`src/rtl/csr_master_bridge.sv`:
```
// Wishbone classic (16-bit) slave to CSR master bridge. Each WB cycle becomes
// one CSR write pulse or one fixed-latency CSR read, answered by a single-cycle ack.
module csr_master_bridge #(
  parameter int RD_LAT  = 2,
  parameter int GAP_CYC = 1
) (
  input  logic        sys_clk,
  input  logic        sys_rst_n,
  input  logic [16:0] wb_adr_i,
  input  logic [1:0]  wb_sel_i,
  input  logic        wb_we_i,
  input  logic [15:0] wb_dat_i,
  output logic [15:0] wb_dat_o,
  input  logic        wb_stb_i,
  input  logic        wb_cyc_i,
  output logic        wb_ack_o,
  output logic [16:0] csr_adr_o,
  output logic [1:0]  csr_sel_o,
  output logic        csr_we_o,
  output logic [15:0] csr_dat_o,
  input  logic [15:0] csr_dat_i
);

  localparam int CW = $clog2(RD_LAT + 2);

  typedef enum logic [1:0] {IDLE, RD_WAIT, ACK, GAP} state_t;

  state_t        state_q, state_d;
  logic [CW-1:0] cnt_q, cnt_d;
  logic [2:0]    gap_q, gap_d;
  logic          abort_q, abort_d;
  logic          done_q, done_d;
  logic [16:0]   csr_adr_q, csr_adr_d;
  logic [1:0]    csr_sel_q, csr_sel_d;
  logic [15:0]   csr_dat_q, csr_dat_d;
  logic          csr_we_q, csr_we_d;
  logic          wb_ack_q, wb_ack_d;
  logic [15:0]   wb_dat_q, wb_dat_d;

  always_comb begin
    state_d   = state_q;
    cnt_d     = cnt_q;
    gap_d     = gap_q;
    abort_d   = abort_q;
    done_d    = done_q;
    csr_adr_d = csr_adr_q;
    csr_sel_d = csr_sel_q;
    csr_dat_d = csr_dat_q;
    csr_we_d  = 1'b0;
    wb_ack_d  = 1'b0;
    wb_dat_d  = wb_dat_q;
    case (state_q)
      IDLE: begin
        if (wb_cyc_i && wb_stb_i) begin
          csr_adr_d = wb_adr_i;
          csr_sel_d = wb_sel_i;
          csr_dat_d = wb_dat_i;
          abort_d   = 1'b0;
          if (wb_we_i) begin
            csr_we_d = 1'b1;
            done_d   = 1'b0;
            state_d  = ACK;
          end else begin
            // Data is sampled on the edge this reaches 1: RD_LAT+1 edges
            // after the address register edge.
            cnt_d   = CW'(RD_LAT + 1);
            state_d = RD_WAIT;
          end
        end
      end
      RD_WAIT: begin
        cnt_d = cnt_q - CW'(1);
        if (!wb_cyc_i) abort_d = 1'b1;
        if (cnt_q == CW'(1)) begin
          // The read always counts out; only the WB side is suppressed on abort.
          if (wb_cyc_i && !abort_q) begin
            wb_ack_d = 1'b1;
            wb_dat_d = csr_dat_i;
          end
          done_d  = 1'b1;
          state_d = ACK;
        end
      end
      ACK: begin
        if (!done_q) begin
          // Write: ack follows the single CSR strobe cycle.
          wb_ack_d = wb_cyc_i;
          done_d   = 1'b1;
        end else begin
          gap_d   = 3'(GAP_CYC);
          state_d = (GAP_CYC > 0) ? GAP : IDLE;
        end
      end
      GAP: begin
        if (gap_q <= 3'd1) state_d = IDLE;
        else               gap_d   = gap_q - 3'd1;
      end
      default: state_d = IDLE;
    endcase
  end

  always_ff @(posedge sys_clk or negedge sys_rst_n) begin
    if (!sys_rst_n) begin
      state_q   <= IDLE;
      cnt_q     <= '0;
      gap_q     <= '0;
      abort_q   <= 1'b0;
      done_q    <= 1'b0;
      csr_adr_q <= '0;
      csr_sel_q <= '0;
      csr_dat_q <= '0;
      csr_we_q  <= 1'b0;
      wb_ack_q  <= 1'b0;
      wb_dat_q  <= '0;
    end else begin
      state_q   <= state_d;
      cnt_q     <= cnt_d;
      gap_q     <= gap_d;
      abort_q   <= abort_d;
      done_q    <= done_d;
      csr_adr_q <= csr_adr_d;
      csr_sel_q <= csr_sel_d;
      csr_dat_q <= csr_dat_d;
      csr_we_q  <= csr_we_d;
      wb_ack_q  <= wb_ack_d;
      wb_dat_q  <= wb_dat_d;
    end
  end

  assign csr_adr_o = csr_adr_q;
  assign csr_sel_o = csr_sel_q;
  assign csr_dat_o = csr_dat_q;
  assign csr_we_o  = csr_we_q;
  assign wb_ack_o  = wb_ack_q;
  assign wb_dat_o  = wb_dat_q;

endmodule

```
`config.mk`:
```
export PLATFORM = sky130hd
export DESIGN_NAME = csr_master_bridge
export DESIGN_NICKNAME = d
export VERILOG_FILES = /design/src/rtl/csr_master_bridge.sv
export SDC_FILE = /design/constraint.sdc
export NUM_CORES = 1
export LEC_CHECK = 0
export CORE_MARGIN = 2
export CORE_UTILIZATION = 40
export CTS_CLUSTER_DIAMETER = 50
export DETAILED_ROUTE_END_ITERATION = 10
export GPL_TIMING_DRIVEN = 0
export HOLD_SLACK_MARGIN = 0.15
export PLACE_DENSITY = 0.86
export SETUP_SLACK_MARGIN = 0.2
export SLEW_MARGIN = 25
export SYNTH_ARGS = -nofsm -noshare
export SYNTH_HDL_FRONTEND = slang
export SYNTH_SLANG_ARGS = --single-unit
```
`constraint.sdc`:
```
create_clock -name sys_clk -period 2.25 [get_ports sys_clk]
set_input_delay 0.45 -clock sys_clk [delete_from_list [all_inputs] [get_ports sys_clk]]
set_output_delay 0.45 -clock sys_clk [all_outputs]
set_load 0.05 [all_outputs]
```
==> flow_metrics.tcl <==
set metrics [dict create \
    routed_via_density 4.86 \
    io_pins 109 \
    slowest_delay_ps 820 \
    relSlewSlack 0.654 \
    grt_use_total 0.168 \
    finalSetupViolCount 0 \
    cp-startpoint "csr_adr_o[6]" \
    crit_arrival_ps 1510 \
    grt_pass1_vias 2101 \
    synth_cell_types 30 \
    yosysSeqAreaShare 0.601 \
    synth_top_area_cell "dfrtp_1" \
    synth_area_leaders "dfrtp_1, mux2_2, ha_1, mux2i_1, inv_1" \
    fp.dieArea_sq_um 7110 \
    final_util 0.634 \
    crit_fanout 2 \
    min_period_ps 1960 \
    synth_flop_cell "dfrtp_1" \
    num_vias 1861 \
    cts_tree "done" \
    top_layer "met4" \
    drt_iter0_drc 53 \
    netlist.area_leader.share 0.601 \
    path_cells "clkdlybuf4s50_1" \
    min_path_type "reg2reg" \
    ys_warn_count 0 \
    min-delay-start "cnt_q[0]" \
    syn2layout_area_growth_pct 55.0 \
    drive_gt1_frac 0.252 \
    tightest_slew_ps 517 \
    crit_family "buffers and inverters" \
    die_w_um 84.4 \
    max_freq_mhz 509 \
    syn_avg_cell_area_sq_um 14.3 \
    tns_ps 0 \
    syn_nets 243 \
    wl_met2_mm 3.05 \
    synth_commonest_cells "dfrtp_1, mux2_2, inv_1" \
    synth-seq-cells 62 \
    nNetsFinal 364 \
    wirelength_mm 5.66 \
    skew_ps 8.48 \
    cts.root.buffer_cell "clkbuf_8" \
    firstDrtPassIters 4 \
    synth_edf_count 0 \
    rows 29 \
    grt_pass1_wl_mm 9.42 \
    p_leak_nw 1.75 \
    final-hold-violation-count 0 \
    max_cap_violations 0 \
    crit_type "reg2out" \
    slowest_stage "clkdlybuf4s50_1" \
    synthCells 180 \
    grt_max_degree 39 \
    port_buffers 108 \
    p_per_area_nw_per_um2 1670 \
    crit_path_end_kind "output pin" \
    antenna_found_initial 0 \
    syn_area_sq_um 2580 \
    antenna_left 0 \
    core_area_sq_um 6310 \
    rsz0062_at_grt "false" \
    crit_buf_inv 1 \
    cts_buffers 9 \
    dieHeight_um 84.4 \
    status "finished clean" \
    async_reset_ff_frac 1.00 \
    clockBufferDepth 2 \
    cts_num_sinks 62 \
    r2r_start "state_q[0]" \
    vdd.ir_drop.worst_mv 0.910 \
    clk_pin_slew_ps 70 \
    route.met3.wl_um 339 \
    cp_data_required_time_ps 1800 \
    drc 0 \
    startpoint_type "flop" \
    start_util 0.409 \
    met1_length_mm 2.20 \
    gp_congestion 0.730 \
    whs_ps 500 \
    antenna_cells 0 \
    ctsHtreeMaxLevel 3 \
    period_share 0.872 \
    clk_latency_ps 330 \
    dp_hpwl_mm 4.18 \
    yosysMostFrequentCell "dfrtp_1" \
    drv_slew 0 \
    grt-ovfl-total 0 \
    avgRoutedWirePerCell_um 14.8 \
]
-- routing by layer --
layer | GRT usage | up-vias
li1 | - | 873
met1 | 0.188 | 924
met2 | 0.294 | 57
met3 | 0.0688 | 7
met4 | 0.0505 | 0
met5 | 0 | -
-- layout make-up --
class | instances | area, sq um
Buffer | 7 | 50.0
Clock buffer | 12 | 145
Clock inverter | 4 | 70.1
Fill cell | 516 | 2310
Inverter | 10 | 37.5
Multi-Input combinational cell | 101 | 943
Sequential cell | 62 | 1550
Tap cell | 77 | 96.3
Timing Repair Buffer | 110 | 1110
-- what timing repair did --
| item | CTS | global route |
|---|---|---|
| hold buffers | 1 | 0 |
| endpoints found under the hold margin | 24 | 0 |
| buffers inserted | 0 | 0 |
| setup endpoints to repair | 0 | 0 |
| gates resized for setup | 0 | 0 |
-- state kept, by name (all words and copies together), names as in the netlist --
register   flops
cnt_q          2
csr_we_o       1
csr_sel_o      2
csr_adr_o     17
wb_dat_o      16
gap_q          3
state_q        2
abort_q        1
done_q         1
csr_dat_o     16
wb_ack_o       1
-- where the power goes --
part           internal, mW  switching (mW)
clock                 0.651           0.417
sequential             1.64           0.256
combinational          1.43            2.31
-- logic make-up (layout without fill, tap and decap cells) --
family	Yosys count	after routing	synth area share
mux	56	56	0.242
buf+inv	17	143	0.0339
compound gates	20	20	0.0533
flops	62	62	0.601
simple gates	18	18	0.0359
fa+ha+maj	7	7	0.0339
-- cells in the final DEF, fill, tap and decap left out, types with 3 or more instances in the layout --
cell type	instances
a21oi_1	4
clkbuf_8	10
clkdlybuf4s50_1	107
dfrtp_1	62
ha_1	7
inv_1	10
mux2_2	52
mux2i_1	4
nand2_1	5
nor2_1	6
o21ai_0	3
-- path summary, 6_finish.rpt --
| path | end | slack, ps | cells after the start |
|---|---|---|---|
| max reg2reg | csr_adr_o[3] | 370 | 7 |
| min | cnt_q[0] | 500 | 1 |
| min in group asynchronous | abort_q | 560 | 2 |
| max | csr_adr_o[6] | 290 | 1 |
| max in group asynchronous | csr_dat_o[15] | 1180 | 3 |
| min reg2reg | cnt_q[0] | 500 | 1 |
-- stage by stage --
stage / instance area [sq um] / instances / worst slack [ps] / power [mW]
6_report: 4000 / 383 / 287 / 6.70
5_1_grt: 4000 / 383 / 238 / 7.03
4_1_cts: 4000 / 383 / 276 / 6.77
3_5_place_dp: 3780 / 366 / 221 / 5.67
3_3_place_gp: 3760 / 365 / -1280 / 5.57
2_1_floorplan: 2580 / 180 / 608 / 4.39
Power figures use the tool's default switching activity.
